**src/rtl/featuremap_channel_reducer.sv**
```systemverilog
// Reduces CH per-channel conv2D results for one pixel through a pipelined adder tree,
// then adds bias, saturates, optionally applies ReLU, and emits frame-tagged pixels over valid/ready.
module featuremap_channel_reducer #(
  parameter int                           DATA_WIDTH = 16,
  parameter int                           FRAC_BITS  = 8,
  parameter int                           CH         = 8,
  parameter logic signed [DATA_WIDTH-1:0] BIAS       = '0,
  parameter bit                           RELU       = 1'b1,
  parameter int                           WIDTH      = 112,
  parameter int                           HEIGHT     = 112
) (
  input  logic                         i_clk,
  input  logic                         i_rst_n,
  input  logic [CH*DATA_WIDTH-1:0]     i_data_in,
  input  logic                         i_valid_in,
  output logic                         o_ready_in,
  output logic [DATA_WIDTH-1:0]        o_data_out,
  output logic                         o_valid_out,
  input  logic                         i_ready_out,
  output logic                         o_last_out,
  output logic                         o_frame_done
);

  localparam int S  = $clog2(CH);
  localparam int AW = DATA_WIDTH + S + 1;
  localparam int CW = (WIDTH > 1) ? $clog2(WIDTH) : 1;
  localparam int RW = (HEIGHT > 1) ? $clog2(HEIGHT) : 1;
  localparam logic [CW-1:0] COL_LAST = CW'(WIDTH - 1);
  localparam logic [RW-1:0] ROW_LAST = RW'(HEIGHT - 1);
  localparam logic signed [AW:0] SAT_MAX = {{(AW-DATA_WIDTH+2){1'b0}}, {(DATA_WIDTH-1){1'b1}}};
  localparam logic signed [AW:0] SAT_MIN = {{(AW-DATA_WIDTH+2){1'b1}}, {(DATA_WIDTH-1){1'b0}}};

  function automatic int stage_cnt(input int s);
    int n;
    n = CH;
    for (int k = 0; k < s; k++) n = (n + 1) / 2;
    return n;
  endfunction

  // Bit offset of stage s inside the flattened operand bus.
  function automatic int stage_off(input int s);
    int off;
    off = 0;
    for (int t = 0; t < s; t++) off += stage_cnt(t) * AW;
    return off;
  endfunction

  localparam int TOT = stage_off(S + 1);

  if (CH < 1 || CH > 64 || FRAC_BITS < 0 || FRAC_BITS >= DATA_WIDTH) begin : g_param_check
    $error("featuremap_channel_reducer: illegal CH or FRAC_BITS");
  end

  logic                   w_adv;
  logic                   w_hs;
  logic                   w_last;
  logic [TOT-1:0]         w_bus;
  logic [S:0]             w_vld_bus;
  logic signed [AW-1:0]   w_tree_sum;
  logic signed [AW:0]     w_biased;
  logic [DATA_WIDTH-1:0]  w_sat;
  logic [DATA_WIDTH-1:0]  w_act;

  logic                   r_valid_out;
  logic [DATA_WIDTH-1:0]  r_data_out;
  logic [CW-1:0]          r_col;
  logic [RW-1:0]          r_row;
  logic                   r_frame_done;

  assign w_adv  = ~r_valid_out | i_ready_out;
  assign w_hs   = r_valid_out & i_ready_out;
  assign w_last = r_valid_out & (r_col == COL_LAST) & (r_row == ROW_LAST);

  for (genvar s = 0; s <= S; s++) begin : g_st
    localparam int N = stage_cnt(s);
    localparam int O = stage_off(s);
    if (s == 0) begin : g_in
      for (genvar k = 0; k < CH; k++) begin : g_ext
        assign w_bus[k*AW +: AW] = {{(AW-DATA_WIDTH){i_data_in[k*DATA_WIDTH+DATA_WIDTH-1]}},
                                    i_data_in[k*DATA_WIDTH +: DATA_WIDTH]};
      end
      assign w_vld_bus[0] = i_valid_in;
    end else begin : g_add
      localparam int NP = stage_cnt(s - 1);
      localparam int OP = stage_off(s - 1);
      logic [N*AW-1:0] w_nxt;
      logic [N*AW-1:0] r_vec;
      logic            r_vld;
      // Operands were sign-extended to AW, so modular addition here never overflows.
      for (genvar j = 0; j < N; j++) begin : g_pair
        if (2*j + 1 < NP) begin : g_sum
          assign w_nxt[j*AW +: AW] = w_bus[OP + 2*j*AW +: AW] + w_bus[OP + (2*j+1)*AW +: AW];
        end else begin : g_pass
          assign w_nxt[j*AW +: AW] = w_bus[OP + 2*j*AW +: AW];
        end
      end
      always_ff @(posedge i_clk or negedge i_rst_n) begin
        if (!i_rst_n) begin
          r_vec <= '0;
          r_vld <= 1'b0;
        end else if (w_adv) begin
          r_vec <= w_nxt;
          r_vld <= w_vld_bus[s-1];
        end
      end
      assign w_bus[O +: N*AW] = r_vec;
      assign w_vld_bus[s]     = r_vld;
    end
  end

  assign w_tree_sum = w_bus[stage_off(S) +: AW];
  assign w_biased   = {w_tree_sum[AW-1], w_tree_sum}
                    + {{(AW+1-DATA_WIDTH){BIAS[DATA_WIDTH-1]}}, BIAS};

  always_comb begin
    w_sat = w_biased[DATA_WIDTH-1:0];
    if (w_biased > SAT_MAX) begin
      w_sat = SAT_MAX[DATA_WIDTH-1:0];
    end else if (w_biased < SAT_MIN) begin
      w_sat = SAT_MIN[DATA_WIDTH-1:0];
    end else begin
      w_sat = w_biased[DATA_WIDTH-1:0];
    end
  end

  always_comb begin
    w_act = w_sat;
    if (RELU && w_sat[DATA_WIDTH-1]) begin
      w_act = '0;
    end else begin
      w_act = w_sat;
    end
  end

  // Bubbles load zero so data_out reads 0 whenever valid_out is low.
  always_ff @(posedge i_clk or negedge i_rst_n) begin
    if (!i_rst_n) begin
      r_valid_out <= 1'b0;
      r_data_out  <= '0;
    end else if (w_adv) begin
      r_valid_out <= w_vld_bus[S];
      r_data_out  <= w_vld_bus[S] ? w_act : '0;
    end
  end

  always_ff @(posedge i_clk or negedge i_rst_n) begin
    if (!i_rst_n) begin
      r_col        <= '0;
      r_row        <= '0;
      r_frame_done <= 1'b0;
    end else begin
      r_frame_done <= w_hs & w_last;
      if (w_hs) begin
        if (r_col == COL_LAST) begin
          r_col <= '0;
          r_row <= (r_row == ROW_LAST) ? '0 : r_row + 1'b1;
        end else begin
          r_col <= r_col + 1'b1;
        end
      end
    end
  end

  assign o_ready_in   = w_adv;
  assign o_data_out   = r_data_out;
  assign o_valid_out  = r_valid_out;
  assign o_last_out   = w_last;
  assign o_frame_done = r_frame_done;

endmodule

```
**config.mk**
```make
export PLATFORM = sky130hd
export DESIGN_NAME = featuremap_channel_reducer
export DESIGN_NICKNAME = d
export VERILOG_FILES = /design/src/rtl/featuremap_channel_reducer.sv
export SDC_FILE = /design/constraint.sdc
export NUM_CORES = 1
export LEC_CHECK = 0
export BUFFER_PORTS_ARGS = -buffer_cell sky130_fd_sc_hd__buf_2
export CAP_MARGIN = 20
export CORE_ASPECT_RATIO = 0.7
export CORE_MARGIN = 2
export CORE_UTILIZATION = 43
export CTS_CLUSTER_DIAMETER = 200
export DETAILED_ROUTE_END_ITERATION = 7
export GPL_ROUTABILITY_DRIVEN = 0
export SLEW_MARGIN = 20
export SYNTH_ARGS = -nofsm -noshare
export SYNTH_HDL_FRONTEND = slang
export SYNTH_SLANG_ARGS = --single-unit
```
**constraint.sdc**
```tcl
create_clock -name i_clk -period 2.2 [get_ports i_clk]
set_input_delay 0.33 -clock i_clk [delete_from_list [all_inputs] [get_ports i_clk]]
set_output_delay 0.33 -clock i_clk [all_outputs]
set_load 0.05 [all_outputs]
```
==> results of run 1 <==
==> per-layer routing <==
metal / vias to the layer above / wire [um]
met5: - / 0
met4: 0 / 235
met3: 21 / 853
met2: 139 / 11720
met1: 4727 / 15530
li1: 5218 / -
==> kinds of logic after synthesis <==
kind of cell / share of synthesized area
AOI/OAI and AO/OA: 0.2285
xor gates and xnor gates: 0.06558
adders and majority gates: 0.1435
buffers and inverters: 0.02513
DFF: 0.3571
muxes: 0.009148
other: 0.0003303
and+or+nand+nor: 0.1707
==> synth_stat cells, drive strengths merged (13+ instances only) <==
library cell | count | area (um2)
nand2 | 178 | 668.1
dfrtp | 162 | 4054
a21oi | 133 | 669.4
ha | 119 | 1489
nor2 | 107 | 401.6
o21ai | 99 | 499.2
a21o | 53 | 399.1
xnor2 | 48 | 420.4
xor2 | 37 | 324.1
clkbuf | 35 | 131.4
inv | 33 | 123.9
nor3 | 27 | 135.1
nand3 | 20 | 100.1
o21a | 20 | 150.1
o31ai | 19 | 142.6
nor2b | 16 | 100.1
o21bai | 16 | 120.1
nand2b | 15 | 93.84
a211oi | 13 | 97.59
==> final cells by class <==
cell class,instances,share of cell area
multi-input cells,1058,0.5079
flip-flops and latches,162,0.2759
repair buffers,298,0.1336
clock buffers,24,0.03550
well taps,357,0.03040
inverters,33,0.008599
clock inverters,7,0.008089
==> how the worst max path moves through the flow <==
| stage | to | depth (start not counted) | slack [ps] | startpoint |
|---|---|---|---|---|
| floorplan | o_ready_in | 6 | -9 | o_valid_out$_DFFE_PN0P_ |
| global placement | g_st[1].g_add.r_vec[50]$_DFFE_PN0P_ | 10 | -270 | i_data_in[64] |
| detailed placement | g_st[1].g_add.r_vec[72]$_DFFE_PN0P_ | 10 | -300 | i_data_in[96] |
| CTS | g_st[3].g_add.r_vec[17]$_DFFE_PN0P_ | 8 | -110 | g_st[2].g_add.r_vec[1]$_DFFE_PN0P_ |
| global route | g_st[3].g_add.r_vec[17]$_DFFE_PN0P_ | 8 | -280 | g_st[2].g_add.r_vec[21]$_DFFE_PN0P_ |
| finish | g_st[2].g_add.r_vec[29]$_DFFE_PN0P_ | 9 | -170 | g_st[1].g_add.r_vec[46]$_DFFE_PN0P_ |
==> worst max-delay path, cell delays in order, from the launching register on <==
cell and delay (ps):
dfrtp_1 380, ha_1 310, a21o_1 210, a21o_1 180, a221o_1 390, a31oi_4 280, buf_4 180, buf_6 100
xor2_2 160, a21oi_1 80
==> registers in the layout, indices dropped and copies added (netlist names) <==
| register | cells |
|---|---|
| o_frame_done | 1 |
| r_col | 7 |
| g_st.g_add.r_vec | 128 |
| o_data_out | 15 |
| o_valid_out | 1 |
| g_st.g_add.r_vld | 3 |
| r_row | 7 |
==> timing repair <==
| action | in CTS | in global routing |
|---|---|---|
| setup buffers | 7 | 11 |
| pin swaps | 27 | 30 |
| endpoints found under the setup margin | 22 | 39 |
| hold buffers | 1 | 0 |
| resized for setup | 24 | 46 |
| hold endpoints to repair | 51 | 0 |
==> through the flow <==
step / total power (W) / cells / cell area, um2 / setup TNS [ps] / setup slack, ps
5_1_grt: 0.02332 / 1939 / 14700 / -3572 / -277.8
6_report: 0.02148 / 1939 / 14700 / -1224 / -170.8
3_5_place_dp: 0.01676 / 1890 / 13560 / -6465 / -302.7
2_1_floorplan: 0.01299 / 1295 / 11470 / -8.565 / -8.565
4_1_cts: 0.02052 / 1929 / 14380 / -619.3 / -114.8
3_3_place_gp: 0.01660 / 1890 / 13560 / -5030 / -267.4
==> power breakdown <==
group	switching (W)	total, W	internal (W)
registers	0.000963	0.00526	0.00430
logic	0.00693	0.0130	0.00609
clock network	0.00120	0.00319	0.00200
==> impl_metrics.csv, run 1 <==
group,metric,value,unit
timing,holdWs,108.2,ps
grt,met3_usage,0.03516,
route,drc,0,
timing,fmax,421.8,MHz
clock_network,cts_tree,"built",
route,firstDrtPassIters,5,
timing,rsz0062_at_grt,"yes",
clock_network,clk_path_buf_depth,2,
die,dieArea,27740,um2
timing,tightest_slew,522.3,ps
timing,drv_slew,0,
timing,fin_skew,8.313,ps
logic_synthesis,synthCells,1295,
logic_synthesis,yosysUniqueCellTypes,69,
layout,multi_input_area,7463,um2
critical_path,cp-end-kind,"flop",
layout,seqCellArea,4055,um2
layout,final_cell_mix,"nand2_1 (176), dfrtp_1 (161), buf_2 (148)",
clock_network,root_buffer,"clkbuf_16",
grt,top_usage_layer,"met1",
logic_synthesis,syn_avg_cell_area,8.766,um2
hold_path,min_delay_worst_endpoint,"g_st[1].g_add.r_vld$_DFFE_PN0P_",
timing,fin_crit,2371,ps
critical_path,start_kind,"flop",
logic_synthesis,ys_ff_latch,162,
logic_synthesis,synth_warnings,0,
grt,use_met1,0.3363,
critical_path,required,2510,ps
route,wire_per_inst,14.61,um
timing,fin_ws,-170.8,ps
layout,area_growth,29.45,%
logic_synthesis,async_flop_share,1.000,
die,design.core.area,25810,um2
hold_path,hp-class,"in2reg",
outcome,outcome,"finished, violations left",
logic_synthesis,syn-cell-area,11350,um2
clock_network,clkSinkCount,162,
logic_synthesis,syn-num-nets,1553,
timing,hold_viol,0,
logic_synthesis,synth-edff-count,0,
grt,track_usage,0.2129,
layout,fillCellCount,2390,
die,die_y,139.9,um
grt,globalRoute.totalOverflow,0,
die,fp.dieW,198.2,um
clock_network,cts_buffers,17,
layout,drive_gt1_frac,0.2623,
timing,slew_headroom,0.6428,
critical_path,worstSetupPathType,"reg2reg",
power,peakVddDrop,0.5779,mV
route,vias_per_cell,5.211,
critical_path,cp_max_fo,3,
layout,nets,1828,
grt,grt_pass1_wl,47960,um
grt,antenna_found_initial,0,
clock_network,h-tree-depth,4,
die,rows,49,
timing,finalSetupViolCount,17,
route,routed_wl,28340,um
clock_network,clkLatencyLatePin,430,ps
critical_path,crit_arrival,2680,ps
outcome,violations,"setup timing",
power,power.leakage,7.034,nW
clock_network,clk_pin_slew,70,ps
grt,grtUsageMet2,0.3058,
layout,final_util,0.5693,
layout,layout.cells.most_common,"nand2_1",
grt,grt_max_degree,107,
critical_path,ff2ff_path_depth,9,
hold_path,holdPathStages,3,
logic_synthesis,ys_seq_area_frac,0.3571,
grt,grt_pass1_vias,9635,
critical_path,reg2reg_slack,-170,ps
die,start_util,0.4398,
route,vias,10105,
die,ios,152,
job,drv_cap,0,
hold_path,min-delay-start,"i_valid_in",
route,drtAntennaViolNets,0,
route,first_iter_violations,512,
placed_design,port_buffers,150,
critical_path,timing.rr.start,"g_st[1].g_add.r_vec[46]$_DFFE_PN0P_",
timing,period_share,1.078,
layout,antenna_cells,0,
placed_design,dpl.hpwl,21760,um
power,pwr_density_cell,1462,nW/um2
critical_path,rr_endpoint,"g_st[2].g_add.r_vec[29]$_DFFE_PN0P_",
logic_synthesis,ys.flop_type,"dfrtp_1",
Note: power is estimated with default switching activity, not from simulation.
==> inputs of run 2 (changes only) <==
- ABC_AREA: not set -> 1
- CTS_CLUSTER_SIZE: not set -> 28
- SKIP_LAST_GASP: not set -> 1
==> run 2 against run 1 <==
  * Synthesized area rose by 11%
  * The run now ends clean
  * Critical endpoint is now o_last_out
  * Clock power hardly changed
  * Flip-flop and latch count unchanged
  * Critical path depth fell by 4
  * Count of clock-buffer cells in the layout down 4
  * First-iteration DRC count is 32% higher
==> impl_metrics.csv, run 2 <==
group,metric,value,unit
logic_synthesis,ys.flop_type,"dfrtp_1",
timing,fin_ws,118.7,ps
logic_synthesis,synth-edff-count,0,
logic_synthesis,synth_top_family_by_area,"simple AND/OR/NAND/NOR gates",
power,seqPwrFrac,0.270,
clock_network,root_buffer,"clkbuf_16",
power,power.leakage,7.690,nW
power,p_int,0.01018,W
grt,antenna_found_initial,0,
timing,finalSetupViolCount,0,
hold_path,hp-class,"in2reg",
logic_synthesis,synth_compound_area_frac,0.1076,
layout,antenna_cells,0,
route,vias,11972,
logic_synthesis,synth.top_cells.by_area,"dfrtp_1 (32%), nand2_1 (21%), ha_1 (12%)",
placed_design,post-place-ws,236.6,ps
logic_synthesis,synth_warnings,0,
timing,drv_slew,0,
die,start_util,0.4359,
placed_design,dpl.hpwl,25650,um
power,switching_power,0.009210,W
die,fp.dieW,208.3,um
grt,track_usage,0.2188,
route,wire_per_inst,13.57,um
logic_synthesis,synth-xor-area-share,0.02918,
critical_path,path_cells,"ha_2 -> nand3_1 -> or2_4 -> nor3_4 -> buf_6",
critical_path,max_stage_delay,380,ps
timing,fin_crit,2081,ps
critical_path,start_kind,"flop",
route,drtAntennaViolNets,0,
logic_synthesis,ys_ff_latch,162,
layout,layout.cells.most_common,"nand2_1",
layout,final_cell_mix,"nand2_1 (708), dfrtp_1 (161), nand3_1 (160)",
critical_path,worstSetupPathType,"reg2out",
logic_synthesis,syn-cell-area,12560,um2
die,dieArea,30620,um2
route,first_iter_violations,678,
layout,area_growth,14.89,%
die,ios,152,
logic_synthesis,synth_common_cells,"nand2_1 (708), dfrtp_1 (162), nand3_1 (160)",
clock_network,cts_tree,"built",
logic_synthesis,yosysUniqueCellTypes,43,
timing,period_share,0.9461,
power,p_sw_frac,0.4750,
timing,hold_viol,0,
critical_path,cp_max_fo,4,
die,die_y,147.0,um
logic_synthesis,synth.most_common_cell,"nand2_1",
clock_network,cts_buffers,17,
logic_synthesis,muxShareOfSynthArea,0,
route,vias_per_cell,5.043,
layout,top_register,"g_st.g_add.r_vec",
clock_network,clkLatencyLatePin,430,ps
power,pwr_density_cell,1343,nW/um2
placed_design,placed_cells,2341,
clock_network,clk_pin_slew,70,ps
logic_synthesis,ys_seq_area_frac,0.3227,
layout,largest_reg_flops,128,
timing,tns,0,ps
critical_path,cp-end-kind,"output port",
clock_network,clk_path_buf_depth,2,
timing,fmax,480.5,MHz
critical_path,slowest_stage,"dfrtp_1",
power,pwr-share-clk,0.164,
logic_synthesis,synth_top_area_share,0.3227,
clock_network,clkSinkCount,162,
logic_synthesis,async_flop_share,1.000,
die,rows,52,
critical_path,required,1870,ps
job,drv_cap,0,
layout,drive_gt1_frac,0.1082,
grt,globalRoute.totalOverflow,0,
route,drc,0,
grt,grt_pass1_vias,10935,
clock_network,h-tree-depth,4,
route,routed_wl,32200,um
logic_synthesis,syn_avg_cell_area,6.850,um2
timing,holdWs,103.4,ps
logic_synthesis,yosys.area_share.simple,0.3522,
logic_synthesis,synthCells,1834,
power,peakVddDrop,0.4556,mV
logic_synthesis,syn-num-nets,2092,
timing,rsz0062_at_grt,"no",
critical_path,crit_arrival,1750,ps
placed_design,port_buffers,150,
layout,final_cells,2374,
power,comb_power_share,0.566,
logic_synthesis,synth_top_area_cell,"dfrtp_1",
die,design.core.area,28820,um2
grt,grt_pass1_wl,54950,um
logic_synthesis,synth-adder-area-share,0.1297,
layout,nets,2241,
outcome,outcome,"finished clean",
route,firstDrtPassIters,5,
grt,grt_max_degree,90,
timing,fin_skew,7.407,ps
==> run 2: worst max-delay path: cells and delay by family, from the launching register on <==
family	cells	cell delay, ps
adders and majority gates	1	190
DFF	1	380
and+or+nand+nor	3	580
buffers and inverters	1	180
==> run 2: logic make-up (layout without fill, tap and decap cells) <==
logic type / Yosys count / in the layout
other cells: 1 / 1
compound gates: 259 / 259
flops: 162 / 162
simple gates: 1059 / 1059
xor+xnor: 41 / 41
buf+inv: 186 / 348
fa+ha+maj: 126 / 126
==> run 2: stage by stage <==
| step | area, um2 | power (W) | utilization |
|---|---|---|---|
| finish | 14430 | 0.01939 | 0.5008 |
| floorplan | 12570 | 0.01333 | - |
| CTS | 14420 | 0.01946 | 0.5002 |
| global route | 14430 | 0.02149 | 0.5008 |
| global placement | 13780 | 0.01606 | 0.4781 |
| detailed placement | 13780 | 0.01619 | 0.4781 |
==> run 2: path summary, 6_finish.rpt <==
| path | from | endpoint | slack, ps | depth (start not counted) |
|---|---|---|---|---|
| max in group asynchronous | i_rst_n | r_row[0]$_DFFE_PN0P_ | 1170 | 3 |
| min in group asynchronous | i_rst_n | g_st[1].g_add.r_vec[15]$_DFFE_PN0P_ | 400 | 2 |
| setup reg to reg | g_st[1].g_add.r_vec[0]$_DFFE_PN0P_ | g_st[2].g_add.r_vec[8]$_DFFE_PN0P_ | 230 | 8 |
| setup / recovery | r_col[1]$_DFFE_PN0P_ | o_last_out | 120 | 5 |
| hold / removal | i_valid_in | g_st[1].g_add.r_vld$_DFFE_PN0P_ | 100 | 3 |
| hold reg to reg | g_st[3].g_add.r_vld$_DFFE_PN0P_ | o_valid_out$_DFFE_PN0P_ | 470 | 2 |
==> run 2: layer usage <==
layer,vias up,track usage,share of wire
met5,-,0,0
met4,0,0.04281,0.0093
met3,20,0.03655,0.046
met2,233,0.2998,0.38
met1,5408,0.3546,0.56
li1,6311,-,-
==> run 2: power by group through the flow <==
| stage | clock [W] | sequential [W] | combinational, W |
|---|---|---|---|
| final | 0.00318 | 0.00523 | 0.0110 |
| after CTS | 0.00325 | 0.00525 | 0.0110 |
| after floorplan | 0 | 0.00520 | 0.00813 |
| after global routing | 0.00339 | 0.00539 | 0.0127 |
| after detailed placement | 0 | 0.00528 | 0.0109 |
| after global placement | 0 | 0.00527 | 0.0108 |
==> run 2: final cells by class <==
| type | count | area (um2) |
|---|---|---|
| Tap cell | 378 | 473.0 |
| Timing Repair Buffer | 162 | 905.9 |
| Clock inverter | 12 | 181.4 |
| Inverter | 154 | 583.1 |
| Multi-Input combinational cell | 1486 | 7789 |
| Fill cell | 2981 | 14390 |
| Sequential cell | 162 | 4055 |
| Clock buffer | 20 | 446.7 |
==> run 2: what timing repair did <==
item | CTS | global route
hold buffers | 1 | 0
setup buffers | 0 | 0
setup endpoints to repair | 0 | 1
gates resized for setup | 0 | 6
hold endpoints to repair | 37 | 0
==> inputs of run 3 (changes only) <==
- clock period: 2.2 -> 1.76 ns (I/O delays scaled with it)
==> run 3 against run 2 <==
  * The run now ends with setup timing left
  * First-iteration DRC count rose by 13%
  * Non-clock buffer count rose by 123
  * Utilization rose by 6.5 points
  * Cell count rose by 5.2%
  * Worst setup slack got worse by 330 ps
  * Power rose by 51%
  * Sequential power rose by 35%
  * Count of clock-buffer cells in the layout fell by 2
  * Global-route usage rose by 0.51 points
  * Clock skew rose by 1.4 ps
  * Via count rose by 5.2%
  * Clock power rose by 14%
==> impl_metrics.csv, run 3 (same netlist as run 2, synthesis figures left out) <==
group,metric,value,unit
outcome,outcome,"finished, violations left",
outcome,violations,"setup timing",
timing,fin_skew,8.767,ps
timing,fin_ws,-209.0,ps
grt,grt_pass1_wl,55760,um
timing,rsz0062_at_grt,"yes",
route,wire_per_inst,13.83,um
timing,period_share,1.119,
clock_network,clk_path_buf_depth,2,
die,ios,152,
layout,drive_gt1_frac,0.2327,
clock_network,cts_tree,"built",
critical_path,required,1500,ps
layout,nets,2364,
layout,largest_reg_flops,128,
layout,final_cell_mix,"nand2_1 (675), dfrtp_1 (150), inv_1 (148)",
route,routed_wl,34530,um
clock_network,clkLatencyLatePin,440,ps
power,pwr_density_cell,1795,nW/um2
grt,use_met1,0.3570,
placed_design,placed_cells,2435,
clock_network,h-tree-depth,4,
clock_network,root_buffer,"clkbuf_16",
grt,grt_max_degree,57,
grt,antenna_found_initial,0,
layout,final_util,0.5661,
die,design.core.area,28820,um2
grt,track_usage,0.2239,
clock_network,clk_pin_slew,70,ps
power,power.leakage,8.375,nW
clock_network,clkSinkCount,162,
die,dieArea,30620,um2
die,start_util,0.4359,
route,vias,12590,
timing,fin_crit,1969,ps
timing,tns,-288.8,ps
layout,top_register,"g_st.g_add.r_vec",
layout,layout.cells.most_common,"nand2_1",
job,drv_cap,0,
route,vias_per_cell,5.042,
critical_path,start_kind,"flop",
route,drtAntennaViolNets,0,
timing,hold_viol,0,
placed_design,port_buffers,150,
grt,globalRoute.totalOverflow,0,
layout,area_growth,29.88,%
placed_design,dpl_cell_area,14540,um2
power,peakVddDrop,0.8200,mV
route,first_iter_violations,767,
route,drc,0,
timing,drv_slew,0,
timing,fmax,507.9,MHz
critical_path,cp-end-kind,"output port",
grt,grtUsageMet2,0.3199,
critical_path,cp_max_fo,2,
hold_path,hp-class,"in2reg",
layout,final_cells,2497,
layout,antenna_cells,0,
critical_path,worstSetupPathType,"reg2out",
grt,grt_pass1_vias,11319,
die,fp.dieW,208.3,um
die,rows,52,
die,die_y,147.0,um
layout,fin_area,16320,um2
timing,finalSetupViolCount,5,
placed_design,post-place-ws,-126.8,ps
grt,top_usage_layer,"met1",
grt,met3_usage,0.02864,
critical_path,crit_arrival,1700,ps
placed_design,dpl.hpwl,26650,um
clock_network,cts_buffers,17,
route,firstDrtPassIters,6,
-- run 3: cell count changes in the layout (fill, tap and decap cells not counted), moves of 18 or more --
cell	previous run	this run
buf_4	7	123
ha_1	118	70
ha_4	0	41
nand2_2	1	31
nand2_1	708	675
nand3_2	1	19
nand3_1	160	139
-- run 3: path summary, 6_finish.rpt --
kind                                                       end  cells after the start  slack, ps                      start
setup / recovery                                    o_last_out                      5       -210       r_col[0]$_DFFE_PN0P_
min in group asynchronous  g_st[2].g_add.r_vec[15]$_DFFE_PN0P_                      2        320                    i_rst_n
setup reg to reg                        o_frame_done$_DFF_PN0_                     10        -50       r_col[0]$_DFFE_PN0P_
hold reg to reg                      o_data_out[4]$_DFFE_PN0P_                      2        480  o_data_out[4]$_DFFE_PN0P_
hold / removal             g_st[1].g_add.r_vec[60]$_DFFE_PN0P_                      4        160             i_data_in[112]
max in group asynchronous  g_st[1].g_add.r_vec[42]$_DFFE_PN0P_                      3        780                    i_rst_n
-- run 3: layout make-up --
cell class	count	area [um2]
clock inverter	14	142.6
multi-input combinational	1486	8710
clock buffer	18	439.2
fill	2800	12510
inverter	154	583.1
timing repair buffer	285	1901
tap	378	473.0
sequential	162	4069
-- run 3: through the flow --
step                hold WS (ps)  total power (W)
floorplan                 -31.59          0.01667
global placement           234.5          0.02204
detailed placement         226.4          0.02229
CTS                        147.8          0.02658
global route               159.1          0.03202
finish                     161.4          0.02929
-- run 3: worst max-delay path: stages, from the launching register on --
cell and delay (ps):
dfrtp_1 370, ha_2 210, nand3_2 80, or2_4 270, nor3_4 170, buf_6 180
-- run 3: routing by layer --
metal | up-vias | part of all wire | routed length (um)
li1 | 6552 | - | -
met1 | 5753 | 0.54 | 18620
met2 | 263 | 0.41 | 14000
met3 | 22 | 0.045 | 1547
met4 | 0 | 0.010 | 354
met5 | - | 0 | 0
-- run 3: power by group --
group          switching [W]  leakage (nW)  total, W  internal (W)
logic                 0.0102          6.17    0.0186       0.00845
clock network        0.00171         0.279   0.00362       0.00191
registers            0.00168          1.93   0.00706       0.00538
total                 0.0135          8.38    0.0293        0.0158
-- run 3: repair_timing --
action | in CTS | in global routing
pin swaps | 6 | 33
buffers inserted | 5 | 23
hold endpoints to repair | 42 | 0
resized for setup | 36 | 150
setup endpoints to repair | 34 | 49
hold buffers | 2 | 0
cloned | 0 | 0
